[config.mk]
export PLATFORM = sky130hd
export DESIGN_NAME = minn_peak_detector
export DESIGN_NICKNAME = d
export VERILOG_FILES = /design/src/rtl/minn_peak_detector.sv
export SDC_FILE = /design/constraint.sdc
export NUM_CORES = 1
export LEC_CHECK = 0
export CAP_MARGIN = 20
export CORE_ASPECT_RATIO = 1.2
export CORE_MARGIN = 2
export CORE_UTILIZATION = 61
export CTS_CLUSTER_DIAMETER = 120
export DETAILED_ROUTE_END_ITERATION = 8
export GPL_TIMING_DRIVEN = 0
export PLACE_DENSITY = 0.83
export SETUP_SLACK_MARGIN = 0.4
export SKIP_LAST_GASP = 1
export SLEW_MARGIN = 20
export SYNTH_ARGS = -nofsm -noshare
export SYNTH_HDL_FRONTEND = slang
export SYNTH_SLANG_ARGS = --single-unit
[constraint.sdc]
create_clock -name clk -period 10.27 [get_ports clk]
set_input_delay 1.027 -clock clk [delete_from_list [all_inputs] [get_ports clk]]
set_output_delay 1.027 -clock clk [all_outputs]
set_load 0.02 [all_outputs]
[src/rtl/minn_peak_detector.sv]
// Minn timing peak detector: qualifies metric against thr*energy/256, tracks the running
// maximum and reports its sample index once it has held for HOLD_LEN samples.
module minn_peak_detector #(
    parameter int unsigned SUM_WIDTH = 34,
    parameter int unsigned IDX_WIDTH = 16,
    parameter int unsigned HOLD_LEN  = 256,
    parameter int unsigned GAP_LEN   = 1024
) (
    input  logic                        clk,
    input  logic                        rst,
    input  logic                        in_valid,
    input  logic signed [SUM_WIDTH-1:0] in_metric,
    input  logic signed [SUM_WIDTH-1:0] in_energy,
    input  logic [7:0]                  thr,
    output logic                        det_valid,
    output logic [IDX_WIDTH-1:0]        det_index,
    output logic signed [SUM_WIDTH-1:0] det_metric,
    output logic                        busy
);

    localparam int unsigned PW = SUM_WIDTH + 9;
    localparam int unsigned HW = $clog2(HOLD_LEN + 1);
    localparam int unsigned GW = $clog2(GAP_LEN + 1);

    typedef enum logic [1:0] {StSearch, StTrack, StGap} state_t;

    state_t                        state_q, state_d;
    logic [IDX_WIDTH-1:0]          cnt_q;
    logic [HW-1:0]                 hold_q, hold_d;
    logic [GW-1:0]                 gap_q, gap_d;
    logic signed [SUM_WIDTH-1:0]   peak_q, peak_d;
    logic [IDX_WIDTH-1:0]          peak_idx_q, peak_idx_d;
    logic                          fire;
    logic                          det_valid_q;
    logic [IDX_WIDTH-1:0]          det_index_q;
    logic signed [SUM_WIDTH-1:0]   det_metric_q;
    logic                          busy_q;

    // Full-width compare: metric*256 vs energy*thr, no truncation.
    logic signed [PW-1:0] metric_scaled, energy_scaled;
    logic                 metric_pos, crossing, improve;

    assign metric_scaled = {in_metric[SUM_WIDTH-1], in_metric, 8'd0};
    assign energy_scaled = PW'(in_energy) * PW'($signed({1'b0, thr}));
    assign metric_pos    = !in_metric[SUM_WIDTH-1] && (in_metric != '0);
    assign crossing      = metric_pos && (metric_scaled > energy_scaled);
    assign improve       = crossing && (in_metric > peak_q);

    always_ff @(posedge clk) begin
        if (rst) begin
            state_q <= StSearch;
        end else begin
            state_q <= state_d;
        end
    end

    always_comb begin
        state_d = state_q;
        if (in_valid) begin
            unique case (state_q)
                StSearch: if (crossing) state_d = StTrack;
                StTrack:  if (!improve && hold_q == HW'(HOLD_LEN - 1)) state_d = StGap;
                StGap:    if (gap_q == GW'(GAP_LEN - 1)) state_d = StSearch;
                default:  state_d = StSearch;
            endcase
        end
    end

    always_comb begin
        hold_d     = hold_q;
        gap_d      = gap_q;
        peak_d     = peak_q;
        peak_idx_d = peak_idx_q;
        fire       = 1'b0;
        if (in_valid) begin
            unique case (state_q)
                StSearch: begin
                    if (crossing) begin
                        peak_d     = in_metric;
                        peak_idx_d = cnt_q;
                        hold_d     = '0;
                    end
                end
                StTrack: begin
                    if (improve) begin
                        peak_d     = in_metric;
                        peak_idx_d = cnt_q;
                        hold_d     = '0;
                    end else begin
                        hold_d = hold_q + HW'(1);
                        if (hold_q == HW'(HOLD_LEN - 1)) begin
                            fire  = 1'b1;
                            gap_d = '0;
                        end
                    end
                end
                StGap:   gap_d = gap_q + GW'(1);
                default: ;
            endcase
        end
    end

    always_ff @(posedge clk) begin
        if (rst) begin
            cnt_q        <= '0;
            hold_q       <= '0;
            gap_q        <= '0;
            peak_q       <= '0;
            peak_idx_q   <= '0;
            det_valid_q  <= 1'b0;
            det_index_q  <= '0;
            det_metric_q <= '0;
            busy_q       <= 1'b0;
        end else begin
            if (in_valid) begin
                cnt_q <= cnt_q + IDX_WIDTH'(1);
            end
            hold_q      <= hold_d;
            gap_q       <= gap_d;
            peak_q      <= peak_d;
            peak_idx_q  <= peak_idx_d;
            det_valid_q <= fire;
            if (fire) begin
                det_index_q  <= peak_idx_q;
                det_metric_q <= peak_q;
            end
            busy_q <= (state_d != StSearch);
        end
    end

    assign det_valid  = det_valid_q;
    assign det_index  = det_index_q;
    assign det_metric = det_metric_q;
    assign busy       = busy_q;

endmodule

=== Word-level counts from Yosys, hierarchy flattened ===
Cells that the tools add are included.

* Output and inout bits: 52
* Flip-flop bits (word level): 140
* Input bits: 79

* Add/subtract/negate cells: 3
* Multipliers: 1
* Order comparisons: 2
* Mux-type cells: 21
* Eq/ne operators: 8
* Reduce and logical (&&, ||, !) cells: 14

{| class="wikitable"
|+ Operators with widths
! operator !! count
|-
| 2-to-1 mux 34 bit || 2
|-
| one-hot mux 34 bit (2 select lines) || 1
|-
| > comparator 42 x 43 -> 1 bit || 1
|-
| multiplier 34 x 9 -> 43 bit || 1
|-
| > comparator 34 bit || 1
|-
| nonzero test 34 bit || 1
|-
| 2-to-1 mux 16 bit || 2
|-
| one-hot mux 16 bit (2 select lines) || 1
|-
| 2-to-1 mux 11 bit || 2
|-
| one-hot mux 11 bit (2 select lines) || 1
|-
| 2-to-1 mux 9 bit || 2
|-
| one-hot mux 9 bit (2 select lines) || 1
|-
| adder 16 x 1 -> 16 bit (second input constant) || 1
|-
| adder 11 x 1 -> 11 bit (second input constant) || 1
|-
| equality test 11 x 10 -> 1 bit (second input constant) || 1
|-
| adder 9 x 1 -> 9 bit (second input constant) || 1
|-
| equality test 9 x 8 -> 1 bit (second input constant) || 1
|-
| 2-to-1 mux 2 bit || 4
|-
| inequality test 2 bit (second input constant) || 4
|-
| AND reduction 4 bit || 2
|-
| one-hot mux 2 bit (3 select lines) || 1
|-
| nonzero test 2 bit || 3
|-
| logical AND 1 bit || 4
|-
| 2-to-1 mux 1 bit || 4
|-
| 5 further kinds || 6
|}

=== Logic depth before layout (Yosys ltp) ===
Gate-level depths: netlist (run 1).

* Depth in word-level cells: 10
* Mapped depth: 33

=== Least setup slack after synthesis (run 1) ===
Ideal clock, no wire load.

* Kind: input to register
* From: in thr[2]
* To: reg det_index_q[10] (netlist: det_index[10])
* Slack: 2.002 ns
* Stages on the path: 32
* Data arrival time: 8.140 ns
* Required time: 10.142 ns
* Library setup time: 0.128 ns
* Cells stage by stage: clkbuf_1 > clkbuf_1 > nand2_1 > fa_1 > inv_1 > fa_1 > fa_1 > inv_1 > fa_1 > inv_1 > ha_1 > and2_4 > a311o_1 > a221o_1 > a221o_1 > a31o_1 > a2bb2oi_1 > a41oi_2 > nor2_1 > a211oi_2 > ha_1 > nand3_1 > nor2_1 > nand2_1 > o31ai_1 > mux2_2 > a22oi_2 > o2111ai_1 > buf_4 > buf_4 > mux2i_1 > nor2_1

* Longest elaborated chain between the ends: 7

{| class="wikitable"
|+ RTL lines
! item !! line !! source
|-
| start, declared || 14 || <nowiki>input logic [7:0] thr,</nowiki>
|-
| multiplier 34 x 9 -> 43 bit || 44 || <nowiki>assign energy_scaled = PW'(in_energy) * PW'($signed({1'b0, thr}));</nowiki>
|-
| > comparator 42 x 43 -> 1 bit || 46 || <nowiki>assign crossing = metric_pos && (metric_scaled > energy_scaled);</nowiki>
|-
| logical AND 1 bit || 46 ||
|-
| logical AND 1 bit || 47 || <nowiki>assign improve = crossing && (in_metric > peak_q);</nowiki>
|-
| 2-to-1 mux 1 bit || 85 || <nowiki>if (improve) begin</nowiki>
|-
| 2-to-1 mux 1 bit || 76 || <nowiki>unique case (state_q)</nowiki>
|-
| 2-to-1 mux 1 bit || 75 || <nowiki>if (in_valid) begin</nowiki>
|-
| end signal, assigned || 124 || <nowiki>det_index_q <= peak_idx_q;</nowiki>
|-
| end, declared || 35 || <nowiki>logic [IDX_WIDTH-1:0] det_index_q;</nowiki>
|}

No other way between the ends.
A chain may end at the register's enable or synchronous reset.

=== Worst setup path after layout (run 1) ===
* From: in thr[3]
* To: reg det_index_q[11] (netlist: det_index[11])

Same word-level chain as after synthesis.

==> results of run 1 <==
[per-layer routing]
metal | up-vias | track usage | share of wire
met4 | 0 | 0.1533 | 0.049
li1 | 6189 | - | -
met1 | 6432 | 0.3518 | 0.41
met5 | - | 0 | 0
met2 | 432 | 0.5252 | 0.50
met3 | 120 | 0.03025 | 0.044
[how the worst max path moves through the flow]
| stage | end | slack, ps | cells after the start |
|---|---|---|---|
| 6_report | det_index[11] | 920 | 31 |
| 5_1_grt | det_metric[23] | 540 | 31 |
| 4_1_cts | det_index[11] | 670 | 31 |
| 3_5_place_dp | det_metric[27] | 270 | 31 |
| 3_3_place_gp | det_index[10] | 490 | 31 |
| 2_1_floorplan | det_index[10] | 2000 | 32 |
[power groups by stage]
stage	logic [mW]	registers, mW	clock network [mW]
global placement	3.63	0.675	0
detailed placement	3.79	0.679	0
global route	4.36	0.678	0.674
finish	3.85	0.672	0.648
CTS	3.83	0.670	0.652
floorplan	2.96	0.660	0
[sequential cells by signal (all words and copies together), names as in the netlist]
signal,flops
det_index,16
det_metric,34
peak_q,34
gap_q,11
cnt_q,16
busy,1
state_q,2
det_valid,1
hold_q,9
peak_idx_q,16
[stage by stage]
stage | instances | power [mW]
finish | 2344 | 5.166
global route | 2344 | 5.713
CTS | 2343 | 5.154
detailed placement | 2311 | 4.474
global placement | 2311 | 4.309
floorplan | 1850 | 3.623
[worst max-delay path: cells and delay by family]
kind | cells | cell delay [ps]
xor gates and xnor gates | 1 | 190
AOI/OAI and AO/OA | 9 | 2260
buffers and inverters | 6 | 1690
adders and majority gates | 6 | 2710
muxes | 2 | 590
and+or+nand+nor | 7 | 1130
[area by class of cell]
class | instances | area (µm²)
diodes | 1 | 2.502
repair buffers | 126 | 1261
well taps | 335 | 419.2
plain buffers | 57 | 266.5
fillers | 1970 | 7654
multi-input cells | 1326 | 12010
flip-flops and latches | 140 | 2803
clock inverters | 13 | 190.2
clock buffers | 19 | 432.9
inverters | 327 | 1227
[layout by cell type, fill, tap and decap left out, types with 10 or more instances in the layout]
cell / synthesis / routed
clkdlybuf4s50_1: 0 / 126
nor2_1: 161 / 161
nand4_1: 30 / 30
nand3_1: 20 / 20
xnor2_1: 33 / 33
and2_1: 167 / 167
a21o_1: 35 / 35
mux2i_1: 100 / 100
ha_1: 159 / 159
and3_1: 10 / 10
nor4_1: 11 / 11
nand2_1: 149 / 149
xor2_1: 32 / 32
clkbuf_16: 0 / 17
clkbuf_1: 45 / 43
fa_1: 210 / 210
nor3_1: 12 / 12
inv_1: 327 / 327
a21oi_1: 63 / 63
dfxtp_1: 140 / 140
o21ai_0: 32 / 32
[cells by family after synthesis]
group                    after synthesis  synth area share
AO/OA/AOI/OAI                        199           0.08092
adder cells (fa/ha/maj)              369            0.3800
buffers and inverters                384           0.09136
flip-flops                           140            0.1720
multiplexers                         101           0.06211
XOR/XNOR                              65           0.03493
AND/OR/NAND/NOR                      592            0.1787
==> flow_metrics.tcl, run 1 <==
set metrics [dict create \
    outcome "complete, no violations" \
    drt-initial-drc-count 694 \
    hold_class "reg2reg" \
    initial_utilization 0.6204 \
    slowest_delay_ps 750 \
    postCtsSetupBuffers 0 \
    place_area_mm2 0.01798 \
    rows 65 \
    antenna_found_initial 1 \
    timing.rr.start "peak_q[3]" \
    ys_seq_area_frac 0.1720 \
    crit_fanout 10 \
    synth_most_common_cell "inv_1" \
    hold_viol_final 0 \
    vias_per_cell 5.620 \
    cp_common_cell "fa_1" \
    cp-end-kind "register" \
    grt_pass1_wl_mm 66.67 \
    start_kind "primary input" \
    core_area_mm2 0.02627 \
    cts_resized 0 \
    die_y_um 183.1 \
    nets 2443 \
    cpMaxStageDelayCell "clkdlybuf4s50_1" \
    insertion_delay_ps 420 \
    post-route-period-util 0.9106 \
    cts_tree "done" \
    grt_remaining_overflow 0 \
    first_pass_iters 5 \
    wl_per_cell_um 17.31 \
    via_count 13173 \
    synth_top_area_share 0.2579 \
    wl_mm 40.58 \
    synth_flop_cell "dfxtp_1" \
    cp-startpoint "thr[3]" \
    syn_area_per_cell_um2 8.810 \
    die_w_um 153.2 \
    timing.fmax_ghz 0.1069 \
    switchingPower_mw 2.468 \
    p_leak_nw 9.054 \
    synthArstFlopShare 0 \
    reg2regPathDepth 13 \
    grt_usage 0.2943 \
    mappedNetlistNets 2298 \
    crit_arrival_ps 9640 \
    cts_buffers 17 \
    ys_types 60 \
    tightest_slew_ps 735.3 \
    synth_edf_count 0 \
    grt_pass1_vias 13884 \
    htree_levels 4 \
    timing.final.ws_setup_ps 918.1 \
    rsz0062_at_grt "no" \
    synthTopCellsByCount "inv_1, fa_1, and2_1" \
    clockBufferDepth 2 \
    ant_nets 0 \
    root_buffer "clkbuf_16" \
    ys_warn_count 0 \
    clock_sinks 140 \
    pin_count 131 \
    clk_pin_slew_ps 60 \
    synth_area_leaders "fa_1, dfxtp_1, ha_1" \
    drive_gt1_frac 0.03237 \
    netlist_area_mm2 0.01630 \
    post-route-util 0.7086 \
    die_area_mm2 0.02805 \
    syn2layout_area_growth_pct 14.22 \
    slew_headroom 0.5098 \
    pre_cts_ws_ps 269.1 \
    drc 0 \
    timing.rr.end "det_index[11]" \
    min_period_ps 9352 \
    cts_hold_buf 0 \
    setup_viol 0 \
    crit_required_ps 10560 \
    whs_endpoint "det_metric[18]" \
    r2r_slack_ps 6770 \
    p_int_mw 2.698 \
    fin_tns_setup_ps 0 \
    ir_drop_mv 0.1421 \
    timing.hold.ws_ps 493.0 \
    gp_congestion 0.9322 \
    hold_path_depth 2 \
    grt_max_degree 17 \
    skew_ps 8.840 \
    slew_violations 0 \
    critPathKind "in2reg" \
    synth_top_area_cell "fa_1" \
    dp_hpwl_mm 33.58 \
    hold_start "det_metric[18]" \
    synth_seq_cells 140 \
    switching_share 0.4777 \
    p_seq_frac 0.130 \
    power.share.combinational 0.745 \
    synthCells 1850 \
    cap_viol_max_count 0 \
    p_per_area_mw_per_mm2 277.5 \
    port_buffers 126 \
    pwr-share-clk 0.125 \
    fin_area_mm2 0.01862 \
]
No activity file was read; power rests on OpenSTA's default activity.
==> run 2, diff against run 1 <==
- CTS_CLUSTER_SIZE: default -> 16
==> results of run 2 <==
Same layout as run 1: the final DEF is identical, and so are final timing and power.
